### config.mk
export PLATFORM = sky130hd
export DESIGN_NAME = step_clock
export DESIGN_NICKNAME = d
export VERILOG_FILES = /design/src/rtl/step_clock.sv
export SDC_FILE = /design/constraint.sdc
export NUM_CORES = 1
export LEC_CHECK = 0
export CAP_MARGIN = 25
export CORE_MARGIN = 4
export CORE_UTILIZATION = 40
export CTS_CLUSTER_SIZE = 40
export DETAILED_ROUTE_END_ITERATION = 16
export GPL_TIMING_DRIVEN = 0
export MAX_ROUTING_LAYER = met4
export SETUP_SLACK_MARGIN = 0.02
export SLEW_MARGIN = 30
export SYNTH_ARGS = -nofsm -noshare
export SYNTH_HDL_FRONTEND = slang
export SYNTH_SLANG_ARGS = --single-unit
### constraint.sdc
create_clock -name CLOCK_50 -period 7.6 [get_ports CLOCK_50]
set_input_delay 1.52 -clock CLOCK_50 [delete_from_list [all_inputs] [get_ports CLOCK_50]]
set_output_delay 1.52 -clock CLOCK_50 [all_outputs]
set_load 0.005 [all_outputs]
### src/rtl/step_clock.sv
// Beat-driven step sequencer clock: a phase accumulator turns BPM into step/loop ticks.
// Optional count-in (4 beats before step 0) is enabled by defining STEP_CLOCK_COUNTIN_EN.
module step_clock #(
    parameter int CLK_HZ = 50_000_000,
    parameter int STEPS  = 16
) (
    input  logic       CLOCK_50,
    input  logic       nReset,
    input  logic [9:0] BPM,
    input  logic [6:0] Loops,
    input  logic       Start,
    input  logic       Stop,
    output logic       play_en,
    output logic       step_tick,
    output logic [3:0] step_idx,
    output logic [6:0] loop_idx,
    output logic       count_tick,
    output logic       done
);

    // One beat per minute-at-BPM: the accumulator gains BPM per clock and wraps at CLK_HZ*60.
    localparam logic [32:0] THR       = 33'(CLK_HZ) * 33'd60;
    localparam logic [3:0]  LAST_STEP = 4'(STEPS - 1);

`ifdef STEP_CLOCK_COUNTIN_EN
    typedef enum logic [3:0] {
        IDLE     = 4'b0001,
        COUNT_IN = 4'b0010,
        RUN      = 4'b0100,
        DONE     = 4'b1000
    } state_e;
    logic [1:0]  cin_cnt;
`else
    typedef enum logic [2:0] {
        IDLE = 3'b001,
        RUN  = 3'b010,
        DONE = 3'b100
    } state_e;
    assign count_tick = 1'b0;
`endif

    state_e      state;
    logic        start_q;
    logic        start_armed;
    logic [31:0] acc;
    logic [9:0]  bpm_lat;
    logic [6:0]  loops_lat;
    logic [32:0] acc_sum;
    logic        beat;
    logic [31:0] acc_next;
    logic        start_ok;
    logic [6:0]  loop_next;

    // Start must be seen low once after reset, so a level held through reset cannot retrigger.
    assign start_ok  = start_armed && !start_q && Start && (BPM != '0) && (Loops != '0);
    assign acc_sum   = {1'b0, acc} + {23'd0, bpm_lat};
    assign beat      = (acc_sum >= THR);
    assign acc_next  = beat ? 32'(acc_sum - THR) : acc_sum[31:0];
    assign loop_next = loop_idx + 7'd1;

    // NOTE: all state here is updated with non-blocking assignments so every register
    // samples pre-edge values; blocking assignments would make results order-dependent.
    always_ff @(posedge CLOCK_50 or negedge nReset) begin
        if (!nReset) begin
            state       <= IDLE;
            start_q     <= 1'b0;
            start_armed <= 1'b0;
            acc         <= '0;
            bpm_lat     <= '0;
            loops_lat   <= '0;
            play_en     <= 1'b0;
            step_tick   <= 1'b0;
            step_idx    <= '0;
            loop_idx    <= '0;
            done        <= 1'b0;
`ifdef STEP_CLOCK_COUNTIN_EN
            count_tick  <= 1'b0;
            cin_cnt     <= '0;
`endif
        end else begin
            start_q   <= Start;
            if (!Start) start_armed <= 1'b1;
            step_tick <= 1'b0;
            done      <= 1'b0;
`ifdef STEP_CLOCK_COUNTIN_EN
            count_tick <= 1'b0;
`endif
            unique case (state)
                IDLE: begin
                    if (start_ok) begin
                        bpm_lat   <= BPM;
                        loops_lat <= Loops;
                        acc       <= '0;
                        step_idx  <= '0;
                        loop_idx  <= '0;
                        play_en   <= 1'b1;
`ifdef STEP_CLOCK_COUNTIN_EN
                        state      <= COUNT_IN;
                        count_tick <= 1'b1;
                        cin_cnt    <= '0;
`else
                        state     <= RUN;
                        step_tick <= 1'b1;
`endif
                    end
                end
`ifdef STEP_CLOCK_COUNTIN_EN
                COUNT_IN: begin
                    acc <= acc_next;
                    if (Stop) begin
                        state   <= DONE;
                        play_en <= 1'b0;
                        done    <= 1'b1;
                    end else if (beat) begin
                        // Fourth beat after entry starts step 0; the phase carries over.
                        if (cin_cnt == 2'd3) begin
                            state     <= RUN;
                            step_tick <= 1'b1;
                        end else begin
                            cin_cnt    <= cin_cnt + 2'd1;
                            count_tick <= 1'b1;
                        end
                    end
                end
`endif
                RUN: begin
                    acc <= acc_next;
                    if (Stop) begin
                        state   <= DONE;
                        play_en <= 1'b0;
                        done    <= 1'b1;
                    end else if (beat) begin
                        if (step_idx != LAST_STEP) begin
                            step_idx  <= step_idx + 4'd1;
                            step_tick <= 1'b1;
                        end else begin
                            step_idx <= '0;
                            loop_idx <= loop_next;
                            if (loop_next == loops_lat) begin
                                state   <= DONE;
                                play_en <= 1'b0;
                                done    <= 1'b1;
                            end else begin
                                step_tick <= 1'b1;
                            end
                        end
                    end
                end
                DONE: state <= IDLE;
                default: begin
                    state   <= IDLE;
                    play_en <= 1'b0;
                end
            endcase
        end
    end

endmodule

==> results.txt <==
----------------------------------------------------
[Cells and area]
  Antenna cells ... 0
  Count of placed standard cells in the final layout, fillers left out ... approximately 750
  Area growth syn-to-layout ... 16.91%
  Fraction of layout cells with a size suffix above 1 ... 0.1231
  Most common cell after layout, fill and taps aside ... sky130_fd_sc_hd__nand2_1
  Top library cells by usage in the layout, fill and taps aside ... sky130_fd_sc_hd__nand2_1 (71), sky130_fd_sc_hd__dfrtp_1 (67), sky130_fd_sc_hd__clkdlybuf4s50_1 (33)
  Post-route design area ... 5717 µm²
  Layout Nets ... around 630
  Layout Utilization ... 0.4759

[Timing]
  Final Critical Period ... 4808 ps
  Final count of pins violating max slew ... 0
  Final setup violation count ... 0
  RSZ-0062 raised after global routing ... no
  Final cycle utilization of the critical path ... 0.6327
  Tightest hold margin ... between 400 and 500 ps
  Total negative setup slack ... 0 ps
  Achievable frequency ... 0.2080 GHz
  Worst Tran Pin Value ... between 800 and 900 ps
  Largest clock skew in the final design ... 7.545 ps
  Number of failing hold endpoints at the final stage ... 0
  Worst max-slew margin expressed relative to the limit ... 0.4350

[Routing]
  DRC ... 0
  Number of violations reported at the end of detailed-routing iteration 0 ... ~290
  WL final ... 13,690 µm
  1st-pass router iterations ... 5
  Residual antenna-violating net count after detailed routing ... 0
  Total via count in the routed design ... 4,368
  Via/cell ratio ... a little under 6
  Wire length per cell ... around 18 µm

[Die]
  Die extent in x ... around 120 µm
  Initial cell density of the core ... 0.4071
  Count of boundary I/O pins ... 36
  Chip height ... between 100 and 150 µm
  Total Die Area ... roughly 14,000 µm²
  Core Area ... 12,010 µm²
  # rows ... 40

[Placed design]
  Number of placed instances with taps included ... ~730
  Global placement routability congestion ... 0.9024
  Total of buffers placed on input and output ports ... 34
  Detailed-placement wirelength estimate ... roughly 10,000 µm
  Post-detailed-placement cell area ... ~5400 µm²

[Worst setup path]
  Startpoint of the worst setup timing path ... acc[0]
  Worst setup path category ... flop to flop
  Worst setup SP type ... flop
  Data arrival at the endpoint of the critical path ... 5090 ps
  Depth of the worst register-to-register path ... 15
  Sort of element at the end of the critical path ... flop
  Worst R2R Setup Slack ... 2790 ps
  Reg-to-Reg Start ... acc[0]
  Worst reg2reg path endpoint ... play_en
  CP Data Required Time ... roughly 7900 ps
  Highest fanout seen on the critical path ... 10

[Worst hold path]
  Cells on Worst Hold Path ... 1
  Worst Min Path Start ... start_armed
  Kind of path behind the tightest hold check ... flop to flop
  Worst Hold Endpoint ... start_armed

[Synthesis]
  Number of enable flip-flop cells after synthesis ... 0
  Synthesized area per cell ... 8.890 µm²
  Fraction of the yosys area taken by sequential cells ... 0.3483
  Leading register cell type out of synthesis ... sky130_fd_sc_hd__dfrtp_1
  Number of standard cells after synthesis ... 550
  Synthesized Nets ... around 590
  Register bit total from synthesis ... roughly 70
  Post-synthesis cell type count ... 79
  Ys Warns ... 0
  Fraction of registers with async set/reset ... 1.000
  Mapped cell area ... 4890 µm²

[GRT]
  Via count of the first global-routing pass ... 4,165
  Global-route wire length before repair ... between 20,000 and 25,000 µm
  Largest net degree at the start of global routing ... between 40 and 50
  Initial antenna violation count ... 0
  Residual overflow from global routing ... 0
  GRT Util Overall ... 0.2062

[Clock tree]
  Cts hold-fix bufs ... 0
  Clock latency at the later pin of the worst-skew pair ... between 300 and 400 ps
  Clock Pin Slew Worst Setup and Hold Paths ... ~60 ps
  Maximum number of buffers from clock root to sink ... 2
  Post-CTS sizing ... 0
  Clock Tree Root ... sky130_fd_sc_hd__clkbuf_16
  Number of buffers added for setup after CTS ... 0
  TritonCTS clock tree ... yes
  Htree depth ... 3
  Cts bufs inserted ... 9
  TritonCTS Sinks ... between 60 and 70

[Status]
  Outcome ... complete, no violations

[Power]
  Power density over cell area ... between 200 and 250 nW/µm²
  Peak VDD IR ... about 0.00019 V
  Leakage power total ... between 2 and 2.5 nW

[Flow run]
  Reported max-cap violation count ... 0

----------------------------------------------------
## sequential cells by signal, indices dropped and copies added (netlist names)
name,flops
play_en,1
acc,32
bpm_lat,10
start_q,1
state,3
loop_idx,7
loops_lat,7
start_armed,1
step_idx,4
done,1
step_tick,1
## how the worst max path moves through the flow
stage | endpoint | slack (ps) | depth (start not counted)
6_report | play_en | 2790 | 15
3_5_place_dp | acc[19] | 2530 | 11
4_1_cts | play_en | 2850 | 15
3_3_place_gp | bpm_lat[7] | 2440 | 1
2_1_floorplan | acc[12] | 3630 | 16
5_1_grt | play_en | 2520 | 15
## critical path, stage by stage (launching register included)
cell	delay, ps
sky130_fd_sc_hd__dfrtp_1	380
sky130_fd_sc_hd__ha_1	250
sky130_fd_sc_hd__fa_1	450
sky130_fd_sc_hd__a211oi_2	330
sky130_fd_sc_hd__o21ai_1	210
sky130_fd_sc_hd__a21oi_1	450
sky130_fd_sc_hd__xnor2_1	180
sky130_fd_sc_hd__ha_1	250
sky130_fd_sc_hd__a311o_1	360
sky130_fd_sc_hd__a2111oi_4	400
sky130_fd_sc_hd__a21oi_2	100
sky130_fd_sc_hd__o211ai_4	370
sky130_fd_sc_hd__nand2_1	400
sky130_fd_sc_hd__a21oi_2	360
sky130_fd_sc_hd__a31oi_1	130
sky130_fd_sc_hd__o21ai_1	120
## layout make-up
cell class / count / area (µm²)
multi-input combinational: 446 / 3028
sequential: 68 / 1703
timing repair buffer: 35 / 365.4
buffer: 20 / 98.84
inverter: 16 / 60.06
tap: 147 / 183.9
clock buffer: 10 / 239.0
clock inverter: 6 / 38.79
fill: 1153 / 6295
## Yosys cell counts (all sizes together) (4+ instances only)
library cell   n  area, µm²
mux2          20      225.2
a21oi         33      176.4
o31ai          5      37.54
nand2b         6      45.04
or2            5      31.29
mux2i          4      40.04
and2           6      40.04
o21ai         36      183.9
a211oi        11      115.1
buf            7      50.05
and3           8      50.05
nor4           8      71.32
nand3         16      80.08
o22ai         14      87.58
nand2         71      266.5
xor2          19      166.4
dfrtp         67       1677
nand4         13      81.33
or4            4      33.78
inv           16      60.06
xnor2         30      262.8
o21a           4      30.03
nor2          29      111.4
ha            13      162.7
or3            6      37.54
nor3          18      100.1
a21o           9      67.56
nor3b          5      37.54
clkbuf        13      48.80
o211ai        11      101.3
## metrics by stage
step / total power (W) / setup slack (ps)
after floorplan: 0.0007056 / 3627
after global placement: 0.0007975 / 2440
after detailed placement: 0.0008070 / 2526
after CTS: 0.001212 / 2848
after global routing: 0.001277 / 2523
final: 0.001203 / 2792
## logic make-up (layout without fill, tap and decap cells)
group           after synthesis  in the layout  share of synthesized area
buf+inv                      36             87                    0.03250
fa+ha+maj                    14             14                    0.03736
compound gates              155            155                     0.2231
xor+xnor                     49             49                    0.08777
flops                        68             68                     0.3483
other cells                   1              1                  0.0007669
simple gates                203            203                     0.2160
mux                          24             24                    0.05425
## routing by layer
metal,track usage,share of wire,up-vias
met5,-,0,-
met4,0.06010,0.016,0
met3,0.03445,0.049,15
met2,0.3268,0.48,121
met1,0.2728,0.46,2109
li1,-,-,2123
## report_power, final
| group | internal, W | switching [W] | total, W | leakage, nW |
|---|---|---|---|---|
| clock network | 0.000229 | 0.000170 | 0.000399 | 0.135 |
| logic | 0.000151 | 0.000207 | 0.000358 | 1.19 |
| registers | 0.000409 | 0.0000377 | 0.000446 | 0.893 |
| total | 0.000789 | 0.000415 | 0.00120 | 2.22 |
Note: power is estimated with default switching activity, not from simulation.
